## config.mk

```make
export PLATFORM = sky130hd
export DESIGN_NAME = ballot_decoder
export DESIGN_NICKNAME = d
export VERILOG_FILES = /design/src/rtl/voter_pkg.sv /design/src/rtl/ballot_id_map.sv /design/src/rtl/ballot_decoder.sv
export SDC_FILE = /design/constraint.sdc
export NUM_CORES = 1
export LEC_CHECK = 0
export CORE_ASPECT_RATIO = 0.5
export CORE_MARGIN = 2
export CORE_UTILIZATION = 54
export DETAILED_ROUTE_END_ITERATION = 7
export PLACE_DENSITY = 0.95
export SETUP_SLACK_MARGIN = 0.02
export SYNTH_ARGS = -nofsm -noshare
export SYNTH_HDL_FRONTEND = slang
export SYNTH_SLANG_ARGS = --single-unit
```

## constraint.sdc

```tcl
create_clock -name clk -period 2.95 [get_ports clk]
set_input_delay 0.59 -clock clk [delete_from_list [all_inputs] [get_ports clk]]
set_output_delay 0.59 -clock clk [all_outputs]
set_load 0.01 [all_outputs]
```

## src/rtl/voter_pkg.sv

```systemverilog
// Shared definitions for the ballot decoder: default geometry, FSM state type
// and helpers that derive frame length and ID ranges from the geometry.
package voter_pkg;

    localparam int ID_W_DEF  = 6;
    localparam int NP_N_DEF  = 32;
    localparam int VIP_N_DEF = 8;
    localparam int CNT_W_DEF = 8;

    typedef enum logic [2:0] {
        ST_IDLE   = 3'd0,
        ST_DATA   = 3'd1,
        ST_PARITY = 3'd2,
        ST_STOP   = 3'd3,
        ST_RESYNC = 3'd4
    } state_t;

    // start + data + parity + stop
    function automatic int frame_len(input int id_w);
        return id_w + 3;
    endfunction

    function automatic int vip_base(input int np_n);
        return np_n;
    endfunction

    function automatic int vvip_id(input int np_n, input int vip_n);
        return np_n + vip_n;
    endfunction

endpackage

```

## src/rtl/ballot_id_map.sv

```systemverilog
// Combinational decode of a received voter ID into one-hot vote classes,
// flagging IDs above the single VVIP slot as invalid.
module ballot_id_map
    import voter_pkg::*;
#(
    parameter int ID_W  = ID_W_DEF,
    parameter int NP_N  = NP_N_DEF,
    parameter int VIP_N = VIP_N_DEF
) (
    input  logic [ID_W-1:0]  i_id,
    output logic [NP_N-1:0]  o_np,
    output logic [VIP_N-1:0] o_vip,
    output logic             o_vvip,
    output logic             o_invalid
);

    localparam int VIP_BASE = vip_base(NP_N);
    localparam int VVIP_ID  = vvip_id(NP_N, VIP_N);

    logic [31:0] w_id;

    assign w_id = 32'(i_id);

    always_comb begin
        o_np      = '0;
        o_vip     = '0;
        o_vvip    = 1'b0;
        o_invalid = 1'b0;
        for (int k = 0; k < NP_N; k++) begin
            o_np[k] = (w_id == 32'(k));
        end
        for (int k = 0; k < VIP_N; k++) begin
            o_vip[k] = (w_id == 32'(VIP_BASE + k));
        end
        o_vvip    = (w_id == 32'(VVIP_ID));
        o_invalid = (w_id > 32'(VVIP_ID));
    end

endmodule

```

## src/rtl/ballot_decoder.sv

```systemverilog
// Serial ballot frame receiver: deserialises, validates parity/framing/ID/lock
// and emits registered one-cycle vote or error pulses plus saturating counts.
module ballot_decoder
    import voter_pkg::*;
#(
    parameter int ID_W  = ID_W_DEF,
    parameter int NP_N  = NP_N_DEF,
    parameter int VIP_N = VIP_N_DEF,
    parameter int CNT_W = CNT_W_DEF
) (
    input  logic             clk,
    input  logic             reset,
    input  logic             sin,
    input  logic             lock,
    output logic [NP_N-1:0]  np,
    output logic [VIP_N-1:0] vip,
    output logic             vvip,
    output logic             busy,
    output logic             err,
    output logic [CNT_W-1:0] ballot_cnt,
    output logic [CNT_W-1:0] err_cnt
);

    localparam int IDX_W = $clog2(frame_len(ID_W));

    state_t            r_state;
    state_t            w_next;
    logic [IDX_W-1:0]  r_idx;
    logic [ID_W-1:0]   r_id_sr;
    logic              r_par_acc;
    logic              r_par_bad;

    logic [NP_N-1:0]   r_np;
    logic [VIP_N-1:0]  r_vip;
    logic              r_vvip;
    logic              r_err;
    logic [CNT_W-1:0]  r_ballot_cnt;
    logic [CNT_W-1:0]  r_err_cnt;

    logic [NP_N-1:0]   w_np;
    logic [VIP_N-1:0]  w_vip;
    logic              w_vvip;
    logic              w_invalid;
    logic              w_at_stop;
    logic              w_accept;
    logic              w_reject;

    function automatic logic [CNT_W-1:0] sat_inc(input logic [CNT_W-1:0] v);
        return (v == {CNT_W{1'b1}}) ? v : v + CNT_W'(1);
    endfunction

    ballot_id_map #(
        .ID_W  (ID_W),
        .NP_N  (NP_N),
        .VIP_N (VIP_N)
    ) u_id_map (
        .i_id      (r_id_sr),
        .o_np      (w_np),
        .o_vip     (w_vip),
        .o_vvip    (w_vvip),
        .o_invalid (w_invalid)
    );

    always_ff @(posedge clk or negedge reset) begin
        if (!reset) begin
            r_state <= ST_IDLE;
        end else begin
            r_state <= w_next;
        end
    end

    // A 0 seen on the stop bit sends us to RESYNC, so it can never double as a start bit
    always_comb begin
        w_next = r_state;
        case (r_state)
            ST_IDLE:   if (!sin) w_next = ST_DATA;
            ST_DATA:   if (r_idx == IDX_W'(ID_W - 1)) w_next = ST_PARITY;
            ST_PARITY: w_next = ST_STOP;
            ST_STOP:   w_next = sin ? ST_IDLE : ST_RESYNC;
            ST_RESYNC: if (sin) w_next = ST_IDLE;
            default:   w_next = ST_IDLE;
        endcase
    end

    always_ff @(posedge clk or negedge reset) begin
        if (!reset) begin
            r_idx     <= '0;
            r_id_sr   <= '0;
            r_par_acc <= 1'b0;
            r_par_bad <= 1'b0;
        end else begin
            case (r_state)
                ST_IDLE: begin
                    r_idx     <= '0;
                    r_par_acc <= 1'b0;
                end
                ST_DATA: begin
                    r_id_sr   <= {r_id_sr[ID_W-2:0], sin};
                    r_par_acc <= r_par_acc ^ sin;
                    r_idx     <= r_idx + IDX_W'(1);
                end
                ST_PARITY: r_par_bad <= r_par_acc ^ sin;
                default: ;
            endcase
        end
    end

    assign w_at_stop = (r_state == ST_STOP);
    assign w_accept  = w_at_stop && sin && !r_par_bad && !w_invalid && !lock;
    assign w_reject  = w_at_stop && !w_accept;

    // Pulses default to 0 every cycle, so each verdict is visible for exactly one cycle
    always_ff @(posedge clk or negedge reset) begin
        if (!reset) begin
            r_np         <= '0;
            r_vip        <= '0;
            r_vvip       <= 1'b0;
            r_err        <= 1'b0;
            r_ballot_cnt <= '0;
            r_err_cnt    <= '0;
        end else begin
            r_np   <= w_accept ? w_np : '0;
            r_vip  <= w_accept ? w_vip : '0;
            r_vvip <= w_accept && w_vvip;
            r_err  <= w_reject;
            if (w_accept) r_ballot_cnt <= sat_inc(r_ballot_cnt);
            if (w_reject) r_err_cnt    <= sat_inc(r_err_cnt);
        end
    end

    assign np         = r_np;
    assign vip        = r_vip;
    assign vvip       = r_vvip;
    assign err        = r_err;
    assign busy       = (r_state != ST_IDLE);
    assign ballot_cnt = r_ballot_cnt;
    assign err_cnt    = r_err_cnt;

endmodule

```

==> summary.md, run 1 <==
| Metric | Value |
|---|---|
| Crit path capture type | flop |
| Final hold vios | 0 |
| Most common flop cell mapped by yosys | dfrtp_1 |
| Post-synthesis register bit count | between 70 and 80 |
| Pin count of the biggest net entering global routing | 50 |
| Remaining Overflow, GRT | 0 |
| Top-count cell post-synth | dfrtp_1 |
| Post-CTS setup buffer count | 0 |
| Net switching power | 997.9 uW |
| IO Count | 63 |
| DR vias | 2,229 |
| CTS tree | done |
| CP Launch Type | input port |
| Worst Tran Pin Value | roughly 0.61 ns |
| Port-buffer cells | 62 |
| Worst slew margin | 58.96% |
| Most frequent cells after synthesis | 73 x dfrtp_1, 39 x nor2_1, 18 x nand2_1 |
| Final WL | 7.081 mm |
| Number of antenna violations at the first check in global routing | 0 |
| Synth area leader | dfrtp_1 |
| Share of layout cells above drive strength 1 | under 10% |
| Final Util | about three quarters |
| Hold crit path type | input port to asynchronous set/reset pin |
| Clock group share of total power | 24.2% |
| Chip height | approximately 56 um |
| Final antenna diode count | 0 |
| Comb pwr share | between 20% and 30% |
| Syn nets | between 200 and 300 |
| Post-synth top area share | between 60% and 70% |
| Switch share | between 30% and 40% |
| Critical path class | input port to flop |
| Root Buffer | clkbuf_8 |
| Pins Over Slew Limit | 0 |
| Die area | 6063 sq um |
| CTS resizes | 0 |
| CTS Sinks | between 70 and 80 |
| Placement Cell Area | between 3000 and 4000 sq um |
| DRT iter0 DRCs | 163 |
| Critical Path RT | 3.17 ns |
| Htree depth | 3 |
| Post-synthesis cell count | between 200 and 300 |
| RePlAce Congestion | about 0.80 |
| TritonRoute pass-1 iters | 4 |
| Peak supply drop | between 0.0005 and 0.0006 V |
| Vias per std cell | between 5 and 6 |
| Max capacitance violation total | 0 |
| Minimum clock period | roughly 2.6 ns |
| Post-DP HPWL | between 4 and 5 mm |
| Worst-Skew Late Latency | about 0.35 ns |
| Sequential power share | just under 50% |
| Outcome | finished, final reports clean |
| Asr flop ratio synth | 100.0% |
| Final instance area | between 3000 and 4000 sq um |
| Post-route ant nets | 0 |
| WHS | between 0.2 and 0.25 ns |
| Tcrit/Tclk final | 87.02% |
| Sequential element share of the synthesized area | between 60 and 70% |
| Fill cells | 306 |
| Vias in the first global route | about 2,300 |
| Post-Synthesis Mean Instance Area | 11.62 sq um |
| Crit-path max FO | 11 |
| Core Footprint | about 5100 sq um |
| Rows | 18 |
| RSZ-0062 raised after global routing | no |
| WL/cell | 18.20 um |
| CTS Hold Bufs | 0 |
| Clock Skew | 0.005082 ns |
| Ranking of synthesized cells by area | dfrtp_1 62%, nor2_1 5.0%, mux2_2 3.1%, nand2_1 2.3%, nor4_1 2.1% |
| Pint | around 1.9 mW |
| Final setup viols | 0 |
| GRT Total Usage | 25.78% |
| Leak Pwr | 1.654 nW |
| Max Clock Freq | 0.3895 GHz |
| Reg clk slew, reported paths | ~0.070 ns |
| Clk buf depth | 2 |
| DRC violations left | 0 |
| Area Overhead vs Synth | 28.93% |
| Number of flops mapped to enable cells by yosys | 0 |
| Distinct cells, synth | 43 |
| Synth warn | 0 |
| Pwr Density | ~760 nW/um^2 |
| Die width | around 110 um |
| Nets | between 300 and 400 |
| Crit path arrival time | about 2.8 ns |
| Global-route wire length before repair | about 11 mm |
| CTS buffer count | 9 |
| Initial core utilization | 57.78% |
| Post-Syn Area | a little under 3000 sq um |
| Setup TNS | 0 ns |
[per-layer routing]
metal | vias to the layer above | global-route usage (%) | part of all wire (%) | wire length, um
met3 | 27 | 9.602 | 6.7 | 475
met5 | - | 0 | 0 | 0
li1 | 988 | - | - | -
met4 | 0 | 9.524 | 3.3 | 233
met1 | 1121 | 30.37 | 38 | 2705
met2 | 93 | 43.49 | 52 | 3666
[path summary, 6_finish.rpt]
path / start / slack (ns) / end / cells after the start
worst max-delay path: sin / 0.38 / np[28] / 5
worst min register to register: ballot_cnt[4] / 0.51 / ballot_cnt[4] / 1
min in group clk: ballot_cnt[4] / 0.51 / ballot_cnt[4] / 1
worst min-delay path: reset / 0.24 / r_idx[1] / 1
worst max register to register: r_state[0] / 0.42 / np[28] / 4
max in group asynchronous: reset / 2.05 / ballot_cnt[5] / 2
[metrics by stage]
step           instances  total power [mW]  worst slack (ns)
3_5_place_dp         376             2.160            0.1680
4_1_cts              389             2.856            0.4768
3_3_place_gp         376             2.083            0.4081
6_report             389             2.859            0.3828
2_1_floorplan        252             1.880            0.9379
5_1_grt              389             3.025            0.3662
[worst max-delay path: stages]
cell             delay, ns
clkdlybuf4s50_1       0.61
or3b_4                0.44
nor3_1                0.39
nand2_1               0.38
nor4_1                0.37
[power by group through the flow]
stage	Sequential, mW	Combinational (mW)	Clock (mW)
floorplan	1.30	0.577	0
global placement	1.39	0.698	0
detailed placement	1.41	0.750	0
CTS	1.40	0.761	0.699
global route	1.43	0.847	0.746
finish	1.41	0.760	0.693
[cell families (layout without fill, tap and decap cells)]
kind of cell | after synthesis | count (layout) | synth area share, %
AOI/OAI and AO/OA | 16 | 16 | 4.017
xor gates and xnor gates | 13 | 13 | 3.889
adders and majority gates | 4 | 4 | 1.709
buffers and inverters | 15 | 82 | 2.564
DFF | 73 | 73 | 62.39
muxes | 10 | 10 | 3.804
and+or+nand+nor | 121 | 121 | 21.62
[registers in the layout (all words and copies together) (netlist names), 3 cells and up]
register	flops
ballot_cnt	8
err_cnt	8
np	32
r_id_sr	6
r_idx	4
r_state	3
vip	8
[cell usage in the layout (no fill, tap or decap), types with 2 or more instances in the layout]
cell type        count
dfrtp_1             73
clkdlybuf4s50_1     61
nor2_1              39
nand2_1             18
clkbuf_8            12
nand3_1             11
nor4_1              10
mux2_2               8
xnor2_1              7
nor3_1               6
nand4_1              6
xor2_1               6
o21ai_0              5
inv_1                4
nor2b_1              4
and3_1               4
nand2b_1             4
ha_1                 4
and2_1               3
a21oi_1              3
a22o_1               3
nand3b_1             2
a21o_1               2
buf_4                2
[area by class of cell]
class                           instances  area [sq um]  share of cell area (%)
Sequential cell                        73          1827                   48.39
Timing Repair Buffer                   65         650.6                   17.24
Multi-Input combinational cell        164          1026                   27.18
Tap cell                               70         87.58                   2.320
Clock buffer                           13         168.9                   4.475
Inverter                                4         15.01                  0.3977
No activity file was read; power rests on OpenSTA's default activity.
==> run 2, diff against run 1 <==
- ABC_AREA: not set -> 1
==> run 2 against run 1 <==
  * Register-to-register slack better by 0.23 ns
  * Highest routed layer unchanged
  * Sequential power down 9%
  * Critical path depth up 4
==> summary.md, run 2 <==
| Metric | Value |
|---|---|
| Outcome | finished, final reports clean |
| GR met1 Demand/Resource | 34.39% (+4.0 points) |
| Post-DP HPWL | 4.631 mm (-5.8%) |
| Final hold vios | 0 (unchanged) |
| GRT Total Usage | 26.91% (+1.1 points) |
| Reg clk slew, reported paths | 0.06 ns (about the same) |
| Pwr Density | 804.2 nW/um^2 (+6.2%) |
| Clock Skew | 0.006832 ns (+0.001750 ns) |
| Crit path arrival time | 2.69 ns (-0.10 ns) |
| Post-synthesis register bit count | 73 (unchanged) |
| Post-route ant nets | 0 (unchanged) |
| DRT iter0 DRCs | 205 (+26%) |
| Max capacitance violation total | 0 (unchanged) |
| Setup WS post-layout | 0.5015 ns (+0.1187 ns) |
| Sequential element share of the synthesized area | 60.06% (-2.3 points) |
| Most common flop cell mapped by yosys | dfrtp_1 |
| Sequential power share | 39.4% (-9.8 points) |
| Rows | 19 (+1) |
| Chip height | 57.07 um (+1.8%) |
| M2 GR Usage | 42.42% (-1.1 points) |
| Place WS | 0.3146 ns (+0.1467 ns) |
| Synth Area in Adders | 1.645% (-0.064 points) |
| Pins Over Slew Limit | 0 (unchanged) |
| Placement Cell Area | 3727 sq um (+3.4%) |
| Nets | 404 (+24%) |
| Top-count cell post-synth | nand2_1 |
| Crit-path max FO | 13 (+2) |
| Share of layout cells above drive strength 1 | 8.229% (-1.5 points) |
| Hold crit path type | input port to asynchronous set/reset pin |
| Synth warn | 0 (unchanged) |
| CTS Hold Bufs | 0 (unchanged) |
| Number of antenna violations at the first check in global routing | 0 (unchanged) |
| XOR/XNOR share of the synthesized area | 2.016% (-1.9 points) |
| Worst reg-to-reg path cell count | 7 (+3) |
| Multiplexer area fraction after synthesis | 0% (-3.8 points) |
| Critical path class | input port to flop |
| IO Count | 63 (unchanged) |
| Pint | 2.138 mW (+15%) |
| Vias in the first global route | 2,566 (+14%) |
| Beginning of the critical path | sin |
| Port-buffer cells | 62 (unchanged) |
| Worst r2r src | r_id_sr[0] |
| Largest register FFs | 32 (unchanged) |
| DR vias | 2,610 (+17%) |
| Distinct cells, synth | 23 (-47%) |
| Clk buf depth | 2 (unchanged) |
| DRC violations left | 0 (unchanged) |
| Comb pwr share | 25.0% (-1.6 points) |
| RePlAce Congestion | 0.8145 (+2.0%) |
| Commonest non-fill, non-tap cells in the layout | 83 x nand2_1, 73 x dfrtp_1, 62 x nor2_1, 61 x clkdlybuf4s50_1, 25 x inv_1 |
| Post-CTS setup buffer count | 0 (unchanged) |
| Pin count of the biggest net entering global routing | 45 (-10%) |
| Leak Pwr | 1.880 nW (+14%) |
| RSZ-0062 raised after global routing | no |
| CP Launch Type | input port |
| Htree depth | 3 (unchanged) |
| CTS Sinks | 73 (unchanged) |
| Placed cells | 458 (+22%) |
| Root Buffer | clkbuf_16 |
| Crit path capture type | flop |
| Synth Area in Compound Gates | 3.826% (-0.19 points) |
| Syn nets | 334 (+28%) |
| Area Overhead vs Synth | 33.07% |
| Worst slew margin | 55.40% (-3.6 points) |
| Setup TNS | 0 ns (unchanged) |
| Top Usage Layer GRT | met2 |
| Ranking of synthesized cells by area | dfrtp_1 60%, nand2_1 10%, nor2_1 7.7%, inv_1 3.1%, o21ai_0 2.8% |
| TritonRoute pass-1 iters | 5 (+1) |
| Synth area leader | dfrtp_1 |
| Post-Synthesis Mean Instance Area | 9.330 sq um (-20%) |
| CTS buffer count | 9 (unchanged) |
| Post-Syn Area | 3042 sq um (+3.9%) |
| WL/cell | 16.34 um (-10%) |
| Die area | 6286 sq um (+3.7%) |
| Final antenna diode count | 0 (unchanged) |
| Number of flops mapped to enable cells by yosys | 0 (unchanged) |
| Asr flop ratio synth | 100.0% (unchanged) |
| Net switching power | 1.117 mW (+12%) |
| Peak supply drop | 0.0004557 V (-15%) |
| Switch share | 34.31% (-0.59 points) |
| CTS resizes | 0 (unchanged) |
| Most frequent cells after synthesis | 83 x nand2_1, 73 x dfrtp_1, 62 x nor2_1 |
| Largest family of logic cells by synthesized area | simple AND/OR/NAND/NOR gates |
| Minimum clock period | 2.449 ns (-0.1187 ns) |
| Clock group share of total power | 35.6% (+11 points) |
| Core Footprint | 5468 sq um (+7.9%) |
| Final WL | 7.743 mm (+9.3%) |
| Final setup viols | 0 (unchanged) |
| CTS tree | done |
| Remaining Overflow, GRT | 0 (unchanged) |
| Max Clock Freq | 0.4084 GHz (+4.8%) |
| Die width | 110.1 um (+1.9%) |
| Post-synth top area share | 60.06% (-2.3 points) |
| Worst-Skew Late Latency | 0.33 ns (-0.02 ns) |
| Global-route wire length before repair | 12.63 mm (+11%) |
| Vias per std cell | 5.506 (-3.9%) |
| Synth Area in Simple Gates | 27.27% (+5.6 points) |
| Final Power | 3.255 mW (+14%) |
| Met3 Usage GRT | 9.257% (-0.34 points) |
| Final non-filler cell total | 474 (+22%) |
| Tcrit/Tclk final | 83.00% (-4.0 points) |
| Initial core utilization | 55.63% (-2.1 points) |
| Final instance area | 4048 sq um (+7.2%) |
| Most common cell after layout, fill and taps aside | nand2_1 |
| Post-synthesis cell count | 326 (+29%) |
| Critical Path RT | 3.19 ns (+0.02 ns) |
| Worst Tran Pin Value | 0.6690 ns (+0.05534 ns) |
==> run 2: changes by cell type in the layout (fill, tap and decap cells not counted), sizes merged, moves of 5 or more <==
cell    change
nand2      +67
nor2       +25
inv        +24
o21ai      +12
nor4       -10
mux2        -9
nand3       +7
clkinv      +5
nor3        -5
==> run 2: cell families after synthesis <==
group	Yosys count
AND/OR/NAND/NOR	185
flip-flops	73
buffers and inverters	34
AO/OA/AOI/OAI	23
XOR/XNOR	7
adder cells (fa/ha/maj)	4
==> run 2: through the flow <==
stage,util [%],hold WS (ns)
after detailed placement,68.17,0.4945
after CTS,74.03,0.3052
after floorplan,-,0.2944
after global routing,74.03,0.3525
final,74.03,0.2968
after global placement,68.17,0.4715
==> run 2: layout make-up <==
| class | instances | area (sq um) |
|---|---|---|
| repair buffers | 64 | 643.1 |
| well taps | 73 | 91.34 |
| flip-flops and latches | 73 | 1827 |
| fillers | 310 | 1420 |
| inverters | 29 | 108.9 |
| multi-input cells | 219 | 1057 |
| clock inverters | 7 | 95.09 |
| clock buffers | 9 | 225.2 |
==> run 2: worst max-delay path: stages <==
cell and delay (ns):
clkdlybuf4s50_1 0.55, inv_2 0.07, nor2_1 0.08, nand2_1 0.08
nor2_1 0.18, nand2_2 0.25, inv_2 0.28, nand2_1 0.33
nor2_1 0.26
==> run 2: final timing paths <==
path	endpoint	slack (ns)
max	np[0]	0.50
min	r_idx[1]	0.30
max reg2reg	np[0]	0.65
min reg2reg	r_par_bad	0.51
max in group asynchronous	err_cnt[3]	2.01
min in group clk	r_par_bad	0.51
==> run 2: power groups by stage <==
stage | Clock [mW] | Sequential (mW) | Combinational (mW)
2_1_floorplan | 0 | 1.27 | 0.480
3_3_place_gp | 0 | 1.27 | 0.724
3_5_place_dp | 0 | 1.28 | 0.764
4_1_cts | 1.17 | 1.28 | 0.799
5_1_grt | 1.22 | 1.30 | 0.898
6_report | 1.16 | 1.28 | 0.814
==> run 2: routing by layer <==
layer  wire length [um]  vias up  part of all wire, %
met5                  0        -                    0
met4                208        0                  2.7
met3                663       27                  8.6
met2               3754      141                   48
met1               3116     1268                   40
li1                   -     1174                    -
